### src/rtl/multicycle_controller.sv
// Control unit for the multi-cycle RV32I datapath: Moore main FSM plus
// combinational ALU and immediate decoders. The FSM state is visible on the state port.
module multicycle_controller (
  input  logic       clk,
  input  logic       reset,
  input  logic [6:0] op,
  input  logic [2:0] funct3,
  input  logic       funct7b5,
  input  logic       zero,
  output logic       pc_write,
  output logic       adr_src,
  output logic       mem_write,
  output logic       ir_write,
  output logic [1:0] result_src,
  output logic [1:0] alu_src_a,
  output logic [1:0] alu_src_b,
  output logic [1:0] imm_src,
  output logic [2:0] alu_control,
  output logic       reg_write,
  output logic       illegal_instr,
  output logic [3:0] state
);

  typedef enum logic [3:0] {
    FETCH    = 4'd0,
    DECODE   = 4'd1,
    MEMADR   = 4'd2,
    MEMREAD  = 4'd3,
    MEMWB    = 4'd4,
    MEMWRITE = 4'd5,
    EXECR    = 4'd6,
    EXECI    = 4'd7,
    ALUWB    = 4'd8,
    BRANCH   = 4'd9,
    JAL      = 4'd10
  } state_t;

  state_t     state_q, state_d;
  logic       branch, pc_update;
  logic       ir_write_raw, mem_write_raw, reg_write_raw, illegal_raw;
  logic [1:0] alu_op;

  always_ff @(posedge clk or posedge reset) begin
    if (reset) state_q <= FETCH;
    else       state_q <= state_d;
  end

  always_comb begin
    state_d       = state_q;
    branch        = 1'b0;
    pc_update     = 1'b0;
    ir_write_raw  = 1'b0;
    mem_write_raw = 1'b0;
    reg_write_raw = 1'b0;
    illegal_raw   = 1'b0;
    adr_src       = 1'b0;
    result_src    = 2'b00;
    alu_src_a     = 2'b00;
    alu_src_b     = 2'b00;
    alu_op        = 2'b00;
    case (state_q)
      FETCH: begin
        ir_write_raw = 1'b1;
        alu_src_b    = 2'b10;
        result_src   = 2'b10;
        pc_update    = 1'b1;
        state_d      = DECODE;
      end
      DECODE: begin
        alu_src_a = 2'b01;
        alu_src_b = 2'b01;
        case (op)
          7'b0000011, 7'b0100011: state_d = MEMADR;
          7'b0110011:             state_d = EXECR;
          7'b0010011:             state_d = EXECI;
          7'b1100011:             state_d = BRANCH;
          7'b1101111:             state_d = JAL;
          default: begin
            state_d     = FETCH;
            illegal_raw = 1'b1;
          end
        endcase
      end
      MEMADR: begin
        alu_src_a = 2'b10;
        alu_src_b = 2'b01;
        state_d   = (op == 7'b0000011) ? MEMREAD : MEMWRITE;
      end
      MEMREAD: begin
        adr_src = 1'b1;
        state_d = MEMWB;
      end
      MEMWB: begin
        result_src    = 2'b01;
        reg_write_raw = 1'b1;
        state_d       = FETCH;
      end
      MEMWRITE: begin
        adr_src       = 1'b1;
        mem_write_raw = 1'b1;
        state_d       = FETCH;
      end
      EXECR: begin
        alu_src_a = 2'b10;
        alu_op    = 2'b10;
        state_d   = ALUWB;
      end
      EXECI: begin
        alu_src_a = 2'b10;
        alu_src_b = 2'b01;
        alu_op    = 2'b10;
        state_d   = ALUWB;
      end
      ALUWB: begin
        reg_write_raw = 1'b1;
        state_d       = FETCH;
      end
      BRANCH: begin
        alu_src_a = 2'b10;
        alu_op    = 2'b01;
        branch    = 1'b1;
        state_d   = FETCH;
      end
      JAL: begin
        alu_src_a = 2'b01;
        alu_src_b = 2'b10;
        pc_update = 1'b1;
        state_d   = ALUWB;
      end
      default: state_d = FETCH;
    endcase
  end

  // Reset kills every write enable at once, even though the FSM sits in FETCH.
  assign pc_write      = ~reset & (pc_update | (branch & (zero ^ funct3[0])));
  assign ir_write      = ~reset & ir_write_raw;
  assign mem_write     = ~reset & mem_write_raw;
  assign reg_write     = ~reset & reg_write_raw;
  assign illegal_instr = ~reset & illegal_raw;
  assign state         = state_q;

  always_comb begin
    alu_control = 3'b000;
    case (alu_op)
      2'b01: alu_control = 3'b001;
      2'b10: begin
        case (funct3)
          3'b000:  alu_control = (op[5] & funct7b5) ? 3'b001 : 3'b000;
          3'b010:  alu_control = 3'b101;
          3'b110:  alu_control = 3'b011;
          3'b111:  alu_control = 3'b010;
          default: alu_control = 3'b000;
        endcase
      end
      default: alu_control = 3'b000;
    endcase
  end

  always_comb begin
    imm_src = 2'b00;
    case (op)
      7'b0100011: imm_src = 2'b01;
      7'b1100011: imm_src = 2'b10;
      7'b1101111: imm_src = 2'b11;
      default:    imm_src = 2'b00;
    endcase
  end

endmodule

### config.mk
export PLATFORM = sky130hd
export DESIGN_NAME = multicycle_controller
export DESIGN_NICKNAME = d
export VERILOG_FILES = /design/src/rtl/multicycle_controller.sv
export SDC_FILE = /design/constraint.sdc
export NUM_CORES = 1
export LEC_CHECK = 0
export CAP_MARGIN = 10
export CORE_MARGIN = 2
export CORE_UTILIZATION = 38
export CTS_CLUSTER_DIAMETER = 200
export CTS_CLUSTER_SIZE = 30
export DETAILED_ROUTE_END_ITERATION = 8
export HOLD_SLACK_MARGIN = 0.06
export PLACE_DENSITY = 0.83
export SLEW_MARGIN = 20
export SYNTH_ARGS = -nofsm -noshare
export SYNTH_HDL_FRONTEND = slang
export SYNTH_SLANG_ARGS = --single-unit
### constraint.sdc
create_clock -name clk -period 4.3 [get_ports clk]
set_input_delay 0.43 -clock clk [delete_from_list [all_inputs] [get_ports clk]]
set_output_delay 0.43 -clock clk [all_outputs]
set_load 0.02 [all_outputs]
Word level (Yosys, flattened, before mapping)
Index checks and enable logic that the tools add are counted.
{"block": "classes", "reduce_logical": 12, "eq_ne": 21, "n_bitwise": 10, "muxes": 19}
{"operator": "one-hot mux 4 bit (5 select lines)", "n": 2}
{"operator": "equality test 4 x 3 -> 1 bit (second input constant)", "n": 4}
{"operator": "one-hot mux 2 bit (2 select lines)", "n": 4}
{"operator": "equality test 7 x 6 -> 1 bit (second input constant)", "n": 2}
{"operator": "equality test 7 bit (second input constant)", "n": 2}
{"operator": "equality test 4 bit (second input constant)", "n": 3}
{"operator": "one-hot mux 3 bit (4 select lines)", "n": 1}
{"operator": "OR reduction 2 bit", "n": 6}
{"operator": "2-to-1 mux 1 bit", "n": 9}
{"operator": "equality test 4 x 2 -> 1 bit (second input constant)", "n": 2}
{"operator": "bitwise AND 1 bit", "n": 7}
{"operator": "equality test 7 x 2 -> 1 bit (second input constant)", "n": 1}
{"operator": "equality test 7 x 5 -> 1 bit (second input constant)", "n": 1}
{"operator": "equality test 3 bit (second input constant)", "n": 2}
{"operator": "one-hot mux 2 bit (3 select lines)", "n": 1}
{"operator": "one-hot mux 3 bit (2 select lines)", "n": 1}
{"operator": "OR reduction 3 bit", "n": 2}
{"operator": "OR reduction 6 bit", "n": 1}
{"operator": "equality test 4 x 1 -> 1 bit (second input constant)", "n": 1}
{"operator": "logical NOT 4 bit", "n": 1}
{"operator": "OR reduction 4 bit", "n": 1}
{"operator": "equality test 3 x 2 -> 1 bit (second input constant)", "n": 1}
{"operator": "logical NOT 3 bit", "n": 1}
{"operator": "2-to-1 mux 3 bit", "n": 1}
{"operator": "5 further kinds", "n": 5}
{"block": "totals", "wordCells": 63, "out_inout_bits": 21, "ff_bits": 4, "inputBits": 14}

Longest topological paths before layout
{"block": "logic_depth", "ltp_word": 5, "depth_mapped": 7, "mapped_depth_nobuf": 7}

Least setup slack after synthesis
Ideal clock, no wire load.
{"block": "synth_timing", "kind": "register to output", "start": "register state_q[1] (netlist: state[1])", "end": "output port alu_control[2]", "setup_slack_ns": 1.874, "stages_incl_launch_ff": 6, "arrival_time_ns": 1.996, "cell_sequence": "dfrtp_1 nand2b_1 nor2_1 nand2_1 ha_1 nor4_1"}
{"block": "synth_between", "elab_chain_cells": 5, "word_cells_on_any_way": 8, "classes_between": "5 x eq/ne; 2 x mux; 1 x reduce/logical"}
{"item": "start: declaration", "line": "38", "source": "state_t state_q, state_d;"}
{"item": "start signal: assignment", "line": "45", "source": "else state_q <= state_d;"}
{"item": "equality test 4 x 3 -> 1 bit", "line": "61", "source": "case (state_q)"}
{"item": "OR reduction 2 bit (no source line)"}
{"item": "one-hot mux 2 bit (2 select lines) *", "line": "61"}
{"item": "equality test 2 bit or equality test 2 x 1 -> 1 bit (tied branches)", "line": "144", "source": "case (alu_op)"}
{"item": "one-hot mux 3 bit (2 select lines) *", "line": "144"}
{"item": "end: declaration", "line": "18", "source": "output logic [2:0] alu_control,"}
Mark *: on every way between the ends. The rest lies on a longest branch, timed or not.

Final worst setup path
Same ends and word-level chain as after synthesis.

==> run_results.csv <==
group,metric,value,unit
floorplanning,ioPinCount,35,
finish,area_delta_synth_final,64.9,%
power_and_ir_drop,p_sw,0.138,mW
grt,grt_max_degree,17,
status,status,"complete, no violations",
worst_setup_path,arrival,2.69,ns
yosys,yosysMostFrequentCell,"nor3_1",
clocking,post_cts_resized,0,
finish,fin_nets,134,
detailed_routing,drt-total-wl,1640,um
power_and_ir_drop,p_leak,0.348,nW
placement,gp_congestion,0.749,
detailed_routing,drt_iter0_markers,24,
worst_setup_path,critical_path_class,"flip-flop to output port",
grt,grt_antenna_before_repair,0,
worst_setup_path,cp-end-kind,"output port",
timing,finalCritPeriodShare,72.6,%
detailed_routing,via_per_inst,5.55,
yosys,syn_area_per_cell,6.58,um2
grt,grt_use_met1,26.0,%
finish,drive_above_1_share,5.17,%
clocking,clk_pin_slew,0.04,ns
grt,use_met3,3.02,%
power_and_ir_drop,p_int,0.174,mW
clocking,tritoncts,"yes",
timing,drv_slew,0,
worst_setup_path,worst_setup_path_start_kind,"flip-flop",
timing,setup_viol,0,
clocking,htreeDepth,1,
clocking,clock_latency,0.23,ns
timing,slew_headroom,64.6,%
detailed_routing,wire_per_inst,12.5,um
timing,hold_viol,0,
placement,place_ws,1.47,ns
min_path,min_path_type,"input pin to asynchronous set/reset pin",
yosys,ys_ff_latch,4,
finish,largest_reg_flops,4,
power_and_ir_drop,power_density,343,nW/um2
grt,met2_usage,33.1,%
yosys,synth_seq_area_share,18.1,%
power_and_ir_drop,seqPwrFrac,20.4,%
timing,fin_skew,0.00476,ns
power_and_ir_drop,netSwitchingFraction,44.2,%
timing,fmaxAchievable,321,MHz
yosys,synthArstFlopShare,100,%
timing,setup_tns,0,ns
yosys,syn_nets,100,
clocking,cts_buffers,3,
timing,fin_crit,3.12,ns
yosys,yosys_most_used_dff,"dfrtp_1",
yosys,synthTopCellsByCount,"nor3_1, nor2_1, inv_1",
power_and_ir_drop,power.share.combinational,65.2,%
placement,dp_hpwl,1310,um
finish,antenna_cells,0,
grt,busiest_layer,"met2",
clocking,cts_buffer_depth,2,
clocking,cts_hold_buffers,0,
grt,grt_first_pass_wirelength,2780,um
grt,grt.overflow.total,0,
detailed_routing,drc,0,
power_and_ir_drop,ir_drop,0.270,mV
floorplanning,dieWidth,42.2,um
timing,holdWs,0.574,ns
worst_setup_path,required,3.87,ns
floorplanning,start_util,41.5,%
yosys,synth_largest_area_cell,"dfrtp_1",
clocking,clock-sinks,4,
grt,track_usage,19.4,%
timing,worst_pin_slew,0.527,ns
yosys,synth_edf_count,0,
floorplanning,fp.dieH,42.2,um
clocking,cts_root_buf,"clkbuf_4",
yosys,synth_cell_types,31,
yosys,yosys-top-cells-area,"dfrtp_1, nor3_1, nor2_1",
worst_setup_path,cp_max_fo,16,
timing,setup_ws,1.18,ns
placement,io_buffers,34,
timing,rsz0062_at_grt,"no",
grt,grt_pass1_vias,613,
clocking,post-cts-setup-buffers,0,
power_and_ir_drop,p_total,0.313,mW
yosys,yosysWarnings,0,
yosys,post_synth_instance_area,553,um2
detailed_routing,drtAntennaViolNets,0,
detailed_routing,drtPass1Iterations,4,
detailed_routing,via_count,727,
yosys,yosysTopAreaCellShare,18.1,%
floorplanning,dieArea,1780,um2
power_and_ir_drop,power.share.clock,14.5,%
floorplanning,core-area,1330,um2
floorplanning,fp-row-count,13,
yosys,syn_inst,84,
job,cap_violations,0,
per-stage QoR:
stage / std cells / cell area (um2) / utilization, %
after floorplan: 84 / 553 / -
after global placement: 128 / 890 / 66.7
after detailed placement: 128 / 890 / 66.7
after CTS: 131 / 912 / 68.4
after global routing: 131 / 912 / 68.4
final: 131 / 912 / 68.4
per-layer routing:
metal	vias to the layer above	share of wire (%)
met1	335	45
met3	0	5.1
met4	0	0
li1	363	-
met2	29	50
met5	-	0
final timing paths:
check,depth (start not counted),from,to,slack [ns]
worst min-delay path,2,reset,state[1],0.57
worst max-delay path,6,state[1],alu_control[2],1.18
min in group clk,1,state[0],state[0],0.74
worst max register to register,4,state[1],state[3],2.86
worst min register to register,1,state[0],state[0],0.74
max in group asynchronous,2,reset,state[3],3.56
cell type report:
class,instances,area (um2)
timing repair buffer,34,340
clock buffer,3,22.5
tap,15,18.8
sequential,4,100
fill,135,422
multi-input combinational,68,404
inverter,7,26.3
cells by family (layout without fill, tap and decap cells):
logic type | count (synthesis) | count (layout) | synth area share [%]
xor+xnor | 5 | 5 | 7.92
simple gates | 43 | 43 | 39.6
fa+ha+maj | 2 | 2 | 4.52
flops | 4 | 4 | 18.1
compound gates | 18 | 18 | 21.0
buf+inv | 12 | 44 | 8.82
power groups by stage:
stage / Sequential (mW) / Combinational (mW) / Clock, mW
floorplan: 0.0555 / 0.119 / 0
global placement: 0.0629 / 0.201 / 0
detailed placement: 0.0632 / 0.203 / 0
CTS: 0.0628 / 0.204 / 0.0467
global route: 0.0648 / 0.218 / 0.0503
finish: 0.0637 / 0.204 / 0.0452
critical path: stages, from the launching register on:
cell and delay [ns]:
dfrtp_1 0.55, nand2b_1 0.33, nor2_1 0.21, nand2_1 0.12, ha_1 0.37, nor4_1 0.23
clkdlybuf4s50_1 0.65
cell usage in the layout (no fill, tap or decap), types with 2 or more instances in the layout:
| master | netlist | final |
|---|---|---|
| clkdlybuf4s50_1 | 0 | 34 |
| nor3_1 | 12 | 12 |
| nor2_1 | 11 | 11 |
| inv_1 | 7 | 7 |
| a21oi_1 | 6 | 6 |
| nand2_1 | 5 | 5 |
| xnor2_1 | 4 | 4 |
| dfrtp_1 | 4 | 4 |
| nor4_1 | 3 | 3 |
| clkbuf_4 | 0 | 3 |
| nand2b_1 | 2 | 2 |
| nand3b_1 | 2 | 2 |
| a211oi_1 | 2 | 2 |
| o21bai_1 | 2 | 2 |
| o21ai_0 | 2 | 2 |
| ha_1 | 2 | 2 |
Note: power is estimated with default switching activity, not from simulation.
